File: config.mk
export PLATFORM = sky130hd
export DESIGN_NAME = power_spectrum
export DESIGN_NICKNAME = d
export VERILOG_FILES = /design/src/rtl/power_spectrum.sv
export SDC_FILE = /design/constraint.sdc
export NUM_CORES = 1
export LEC_CHECK = 0
export CAP_MARGIN = 20
export CORE_MARGIN = 3
export CORE_UTILIZATION = 63
export DETAILED_ROUTE_END_ITERATION = 10
export HOLD_SLACK_MARGIN = 0.02
export PLACE_DENSITY = 0.83
export SKIP_LAST_GASP = 1
export SYNTH_ARGS = -nofsm -noshare
export SYNTH_HDL_FRONTEND = slang
export SYNTH_SLANG_ARGS = --single-unit
export TNS_END_PERCENT = 20
File: constraint.sdc
create_clock -name clk -period 4.4 [get_ports clk]
set_input_delay 0.66 -clock clk [delete_from_list [all_inputs] [get_ports clk]]
set_output_delay 0.66 -clock clk [all_outputs]
set_load 0.1 [all_outputs]
File: src/rtl/power_spectrum.sv
// power_spectrum: streaming |X|^2 stage forwarding the first N_BINS bins of each FFT frame.
// Optional build macro POWSPEC_DC_ZERO_EN forces the bin 0 power to zero.
module power_spectrum #(
  parameter int FFT_LEN = 512,
  parameter int N_BINS  = 256
) (
  input  logic        clk,
  input  logic        reset,
  input  logic [15:0] s_re,
  input  logic [15:0] s_im,
  input  logic        s_last,
  input  logic        s_valid,
  output logic        s_ready,
  output logic [31:0] m_data,
  output logic        m_last,
  output logic        m_valid,
  input  logic        m_ready,
  output logic        frame_err
);

  localparam int BW = $clog2(FFT_LEN);
  localparam logic [BW-1:0] LAST_BIN = BW'(FFT_LEN - 1);
  localparam logic [BW-1:0] LAST_FWD = BW'(N_BINS - 1);
  localparam logic [BW-1:0] NUM_FWD  = BW'(N_BINS);

  logic          rdy_q;
  logic          adv;
  logic          hs;
  logic          end_bin;
  logic [BW-1:0] bin;

  logic signed [31:0] re_ext, im_ext;
  logic signed [31:0] prod_re, prod_im;
  logic [31:0]        sq_re, sq_im;
  logic               v1, l1;

  // The whole pipeline advances together; a stalled output freezes every stage.
  assign adv     = rdy_q & (~m_valid | m_ready);
  assign s_ready = adv;
  assign hs      = s_valid & adv;
  assign end_bin = (bin == LAST_BIN);

  assign re_ext  = {{16{s_re[15]}}, s_re};
  assign im_ext  = {{16{s_im[15]}}, s_im};
  assign prod_re = re_ext * re_ext;
  assign prod_im = im_ext * im_ext;

  always_ff @(posedge clk or posedge reset) begin
    if (reset) begin
      rdy_q     <= 1'b0;
      bin       <= '0;
      frame_err <= 1'b0;
    end else begin
      rdy_q     <= 1'b1;
      // Short frame (early s_last) and long frame (missing s_last) both resync to bin 0.
      frame_err <= hs & (s_last ^ end_bin);
      if (hs) begin
        bin <= (s_last | end_bin) ? '0 : bin + BW'(1);
      end
    end
  end

  always_ff @(posedge clk or posedge reset) begin
    if (reset) begin
      sq_re <= '0;
      sq_im <= '0;
      v1    <= 1'b0;
      l1    <= 1'b0;
    end else if (adv) begin
      sq_re <= prod_re;
      sq_im <= prod_im;
      v1    <= s_valid & (bin < NUM_FWD);
      l1    <= (bin == LAST_FWD);
`ifdef POWSPEC_DC_ZERO_EN
      if (bin == '0) begin
        sq_re <= '0;
        sq_im <= '0;
      end
`endif
    end
  end

  // Each square is at most 2^30, so the sum fits in 32 bits without saturation.
  always_ff @(posedge clk or posedge reset) begin
    if (reset) begin
      m_data  <= '0;
      m_valid <= 1'b0;
      m_last  <= 1'b0;
    end else if (adv) begin
      m_data  <= sq_re + sq_im;
      m_valid <= v1;
      m_last  <= l1;
    end
  end

endmodule

==> impl_metrics.tcl, run 1 <==
set metrics [dict create \
    final_cell_area_um2 29300 \
    cp_top_family "adder cells" \
    die-area_um2 38900 \
    drv_slew 0 \
    drt_pre_antenna_iters 8 \
    routedWlPerCell_um 21.4 \
    netlist_area_um2 23100 \
    place_congestion 0.933 \
    worstPathCellList "buf_8 -> buf_8 -> buf_4 -> nand2_2 -> inv_2 -> ha_4 -> xnor2_2 -> fa_1 -> fa_2 -> fa_1 -> fa_1 -> inv_2 -> fa_1 -> inv_2 -> ha_4 -> nor2b_4 -> a221o_2 -> a21oi_4 -> o31ai_4 -> a221o_2 -> buf_4 -> a21oi_4 -> or4_4 -> nand3_2" \
    antenna_cells 0 \
    ys_ff_latch 109 \
    synth_edf_count 0 \
    synth-simple-area-share_pct 11.0 \
    cp.arrival_ns 6.83 \
    die_h_um 197 \
    setup_viol 50 \
    std_cell_rows 69 \
    clock_latency_ns 0.36 \
    route.vias.total 20600 \
    grt_pass1_vias 22600 \
    cp_slowest_cell "fa_1" \
    postPlaceCellArea_um2 27300 \
    ys_types 69 \
    nFillCells 1843 \
    htree_levels 3 \
    grt-ovfl-total 0 \
    num_io_pins 73 \
    post_drt_via_cell_ratio 5.97 \
    initial_core_util_pct 64.3 \
    drc 0 \
    end_kind "flop" \
    worst_pin_slew_ns 1.11 \
    synth_flop_cell "dfrtp_1" \
    clockBufferDepth 2 \
    syn_avg_cell_area_um2 9.21 \
    muxShareOfSynthArea_pct 0.179 \
    clk_pin_slew_worst_paths_ns 0.09 \
    drive_above_1_share_pct 26.6 \
    synth-compound-area-share_pct 8.69 \
    required_ns 4.63 \
    synth_xor_area_share_pct 4.07 \
    hp-class "reg -> reg" \
    antenna_found_initial 2 \
    critPathBufInv 7 \
    path_max_fanout 5 \
    synth_fp_nets 3223 \
    violations "setup timing" \
    dp_hpwl_mm 47.1 \
    final-hold-violation-count 0 \
    cts_sinks 109 \
    cts_root_buf "clkbuf_16" \
    synthAdderAreaFrac_pct 52.4 \
    async_reset_ff_share_pct 100 \
    maxCapViolCount 0 \
    final_util_pct 81.8 \
    pre_cts_ws_ns -2.51 \
    yosysSeqAreaShare_pct 11.8 \
    portBuffers 72 \
    multi_input_area_um2 18800 \
    nNetsFinal 3704 \
    grt_start_max_net_pins 182 \
    grt_first_pass_wirelength_mm 107 \
    grt_setup_unrepaired "yes" \
    synth_top_family_by_area "adder cells" \
    min_period_ns 6.60 \
    cp_slowest_stage_delay_ns 0.59 \
    syn_to_final_growth_pct 27.1 \
    path_common_cell "fa_1" \
    startpoint_type "primary input" \
    cts_buffers 9 \
    timing.slew.headroom_pct 25.5 \
    clock_skew_ns 0.0177 \
    finalCritPeriodShare_pct 150 \
    drtIter0Drc 2193 \
    ant_nets 0 \
    outcome "finished with violations" \
    cts_hold_buf 0 \
    totalWireLength_mm 73.9 \
    cts_tree "yes" \
    yosysWarnings 0 \
    grt_use_total_pct 34.6 \
    setup_ws_ns -2.20 \
    die_w_um 197 \
    design.core.area_um2 35800 \
    seqCellArea_um2 2730 \
    fmax_mhz 152 \
    netlist_instances 2504 \
    critPathKind "in -> reg" \
]
-- repair_timing --
| item | in CTS | in global routing |
|---|---|---|
| cloned | 6 | 0 |
| setup buffers | 75 | 25 |
| setup endpoints to repair | 51 | 51 |
| pin swaps | 137 | 117 |
| resized for setup | 288 | 141 |
-- routing by layer --
layer	GRT usage (%)	vias to the layer above	share of wire, %
li1	-	8510	-
met1	39.0	10100	32
met2	63.4	1378	49
met3	6.24	607	9.4
met4	16.8	4	9.0
met5	0	-	0.038
-- tightest hold or removal path, cell delays in order, from the launching register on --
cell     delay [ns]
dfrtp_1        0.35
nand2_1        0.05
o21ai_0        0.06
-- through the flow --
step           setup TNS (ns)  instances  hold WS, ns
2_1_floorplan          -47.20       2504        0.439
3_3_place_gp           -90.55       3336        0.455
3_5_place_dp           -96.90       3336        0.465
4_1_cts                -58.74       3433        0.490
5_1_grt                -78.31       3451        0.522
6_report               -70.80       3451        0.487
-- state kept, by name, summed over array words and instances, names as in the netlist --
name	flops
sq_im	31
rdy_q	1
l1	1
m_last	1
frame_err	1
bin	9
m_valid	1
v1	1
m_data	32
sq_re	31
-- kinds of logic after synthesis --
kind of cell	Yosys count
AO/OA/AOI/OAI	313
buffers and inverters	724
flip-flops	109
adder cells (fa/ha/maj)	682
other	1
AND/OR/NAND/NOR	564
XOR/XNOR	107
multiplexers	4
-- layout by cell type, fill, tap and decap left out, drive strengths merged, types with 4 or more instances in the layout --
master and count:
o21bai 15, o211ai 6, or2 5, inv 656, a21o 35, nand4 8, clkbuf 15, xor2 41
a2111oi 4, nand2b 8, ha 211, nand3 22, nand2 308, clkinv 4, a21oi 67, o21ai 120
fa 471, or3 6, a22o 4, and2 80, a211oi 10, nor2 85, a31o 5, dfrtp 109
buf 488, nor3b 5, and3 6, nor2b 9, xnor2 66, clkdlybuf4s50 39, a31oi 5, nor3 12
o31ai 9, clkdlybuf4s15 5, o21a 12
-- synthesized netlist by cell type, types with 9 or more instances --
library cell / n / area (um2)
nand3_1: 22 / 110
xnor2_1: 66 / 578
nor2b_1: 9 / 56.3
nor2_1: 85 / 319
a21o_1: 33 / 248
nand2_1: 308 / 1160
xor2_1: 41 / 359
a21oi_1: 66 / 330
nor3_1: 12 / 60.1
fa_1: 471 / 9430
clkbuf_1: 58 / 218
inv_1: 654 / 2450
and2_1: 79 / 494
o21ai_0: 113 / 566
dfrtp_1: 109 / 2730
o21a_1: 12 / 90.1
o21bai_1: 15 / 113
ha_1: 211 / 2640
-- path summary, 6_finish.rpt --
check                           slack [ns]                   start  cells past startpoint                      to
worst max-delay path                 -2.20                s_im[12]                     24   sq_im[28]$_DFFE_PP0P_
worst min-delay path                  0.49  m_data[13]$_DFFE_PP0P_                      2  m_data[13]$_DFFE_PP0P_
worst max register to register        1.22    sq_re[9]$_DFFE_PP0P_                     10  m_data[28]$_DFFE_PP0P_
worst min register to register        0.49  m_data[13]$_DFFE_PP0P_                      2  m_data[13]$_DFFE_PP0P_
max in group asynchronous             2.69                   reset                      3   sq_re[23]$_DFFE_PP0P_
min in group asynchronous             0.84                   reset                      2  m_data[12]$_DFFE_PP0P_
-- area by class of cell --
| cell class | count | area share (%) |
|---|---|---|
| multi-input combinational | 1671 | 64.1 |
| timing repair buffer | 539 | 15.2 |
| sequential | 109 | 9.31 |
| inverter | 655 | 8.44 |
| tap | 461 | 1.97 |
| clock buffer | 9 | 0.769 |
| clock inverter | 7 | 0.252 |
Power of run 1 is left out: the tool's default activity adds up to more than one toggle a clock period on the data nets, which glitch-free logic cannot reach.
==> run 2, diff against run 1 <==
--- a/config.mk
+++ b/config.mk
@@ -15,4 +15,4 @@
 export SYNTH_ARGS = -nofsm -noshare
 export SYNTH_HDL_FRONTEND = slang
 export SYNTH_SLANG_ARGS = --single-unit
-export TNS_END_PERCENT = 20
+export TNS_END_PERCENT = 10
==> run 2 against run 1 <==
  * The flow still finishes with violations (setup timing)
  * Worst hold slack worse by 0.0042 ns
  * Critical path type unchanged
  * Via count is 9.2% lower
  * Global-route usage is 3.7 points lower
  * Cell area is 2.6% lower
  * Routed wire length is 22% lower
  * First-iteration DRC count is 49% lower
  * Highest routed layer is now met4
  * Fmax is 7.6% higher
  * Setup slack better by 0.47 ns
==> impl_metrics.tcl, run 2 (synthesis gave the netlist of run 1 again) <==
set metrics [dict create \
    outcome "finished with violations" \
    violations "setup timing" \
    routedWlPerCell_um 16.9 \
    rr_startpoint "sq_re[3]$_DFFE_PP0P_" \
    syn_to_final_growth_pct 23.8 \
    antenna_cells 0 \
    std_cell_rows 69 \
    critPathKind "in -> reg" \
    final-hold-violation-count 0 \
    required_ns 4.64 \
    grt_start_max_net_pins 182 \
    worstPathCellList "clkdlybuf4s15_2 -> buf_6 -> nand2_8 -> inv_4 -> fa_1 -> fa_1 -> inv_2 -> fa_1 -> inv_1 -> fa_1 -> fa_1 -> inv_1 -> fa_1 -> inv_2 -> ha_4 -> a21o_1 -> a21o_1 -> a21o_1 -> a211oi_2 -> o21ai_2 -> a2111oi_4 -> nor2_1 -> xor2_1 -> mux2_2" \
    cts_sinks 109 \
    grt-ovfl-total 0 \
    die-area_um2 38900 \
    path_common_cell "fa_1" \
    antenna_found_initial 0 \
    fmax_mhz 163 \
    initial_core_util_pct 64.3 \
    final_util_pct 79.6 \
    totalWireLength_mm 57.7 \
    hold_path_depth 2 \
    cp_top_family "adder cells" \
    path_max_fanout 4 \
    hp-class "reg -> reg" \
    timing.slew.headroom_pct 27.0 \
    final_common_cell "inv_1" \
    drive_above_1_share_pct 22.6 \
    grt_use_total_pct 30.9 \
    regMostFlops "m_data" \
    largest_reg_flops 32 \
    finalCritPeriodShare_pct 139 \
    postPlaceCellArea_um2 27300 \
    critPathBufInv 7 \
    setup_ws_ns -1.73 \
    drv_slew 0 \
    clock_latency_ns 0.36 \
    route.vias.total 18700 \
    nFillCells 2097 \
    nNetsFinal 3669 \
    drt_pre_antenna_iters 8 \
    dp_hpwl_mm 46.4 \
    ant_nets 0 \
    r2r_slack_ns 1.49 \
    largest_registers "m_data: 32 flops, sq_im: 31 flops, sq_re: 31 flops" \
    cts_root_buf "clkbuf_16" \
    post_drt_via_cell_ratio 5.47 \
    cts_hold_buf 0 \
    min-delay-start "l1$_DFFE_PP0P_" \
    design.core.area_um2 35800 \
    cts_buffers 9 \
    cp_slowest_cell "fa_1" \
    startpoint_type "primary input" \
    num_io_pins 73 \
    portBuffers 72 \
    worst_pin_slew_ns 1.09 \
    cp_slowest_stage_delay_ns 0.58 \
    min_to "m_last$_DFFE_PP0P_" \
    final_cell_mix "inv_1 (621), fa_1 (447), buf_4 (388)" \
    clk_pin_slew_worst_paths_ns 0.08 \
    die_w_um 197 \
    final_cell_area_um2 28500 \
    place_congestion 0.913 \
    r2r-end "m_data[19]$_DFFE_PP0P_" \
    cp.arrival_ns 6.38 \
    cts_tree "yes" \
    end_kind "flop" \
    setup_viol 49 \
    drtIter0Drc 1128 \
    htree_levels 3 \
    drc 0 \
    grt_pass1_vias 21400 \
    clockBufferDepth 2 \
    die_h_um 197 \
    grt_first_pass_wirelength_mm 97.3 \
    clock_skew_ns 0.00804 \
    maxCapViolCount 0 \
    grt_setup_unrepaired "yes" \
    r2r_cells 10 \
    min_period_ns 6.13 \
]
-- run 2: layer usage --
layer / share of wire [%] / track usage, %
met1: 37 / 37.0
met2: 53 / 56.8
met3: 5.3 / 4.38
met4: 4.2 / 11.7
met5: 0 / 0
-- run 2: worst max-delay path by stage --
stage | startpoint | end | slack [ns] | cells after the start
2_1_floorplan | s_im[13] | sq_im[30]$_DFFE_PP0P_ | -1.64 | 23
3_3_place_gp | s_im[12] | sq_im[30]$_DFFE_PP0P_ | -2.37 | 24
5_1_grt | s_im[13] | sq_im[30]$_DFFE_PP0P_ | -1.94 | 25
4_1_cts | s_im[6] | sq_im[29]$_DFFE_PP0P_ | -1.76 | 25
6_report | s_im[14] | sq_im[29]$_DFFE_PP0P_ | -1.73 | 24
3_5_place_dp | s_im[12] | sq_im[30]$_DFFE_PP0P_ | -2.50 | 24
-- run 2: layout make-up --
type	instances	area, um2	share of cell area (%)
clock inverter	6	53.8	0.189
timing repair buffer	504	4130	14.5
inverter	655	2480	8.69
tap	461	577	2.02
sequential	109	2730	9.56
multi-input combinational	1671	18300	64.3
clock buffer	10	229	0.802
-- run 2: metrics by stage --
stage	setup slack, ns	hold WS, ns	TNS (ns)	cells
after floorplan	-1.64	0.439	-50.05	2504
after global placement	-2.37	0.453	-93.52	3348
after detailed placement	-2.50	0.466	-99.98	3348
after CTS	-1.76	0.485	-61.44	3410
after global routing	-1.94	0.515	-69.44	3416
final	-1.73	0.483	-59.51	3416
-- run 2: worst reg2reg max path: stages, from the launching register on --
cell and delay (ns):
dfrtp_1 0.40, ha_1 0.36, a211oi_2 0.31, o21bai_1 0.15
a21oi_1 0.30, o2111ai_1 0.18, a31oi_1 0.37, o211ai_1 0.22
a21oi_1 0.22, xor2_1 0.16, o21ai_0 0.10
-- run 2: repair_timing --
| action | CTS | global route |
|---|---|---|
| cloned | 3 | 1 |
| setup endpoints to repair | 51 | 50 |
| setup buffers | 44 | 8 |
| resized for setup | 231 | 72 |
| pin swaps | 97 | 32 |
Power of run 2 is left out for the same reason.
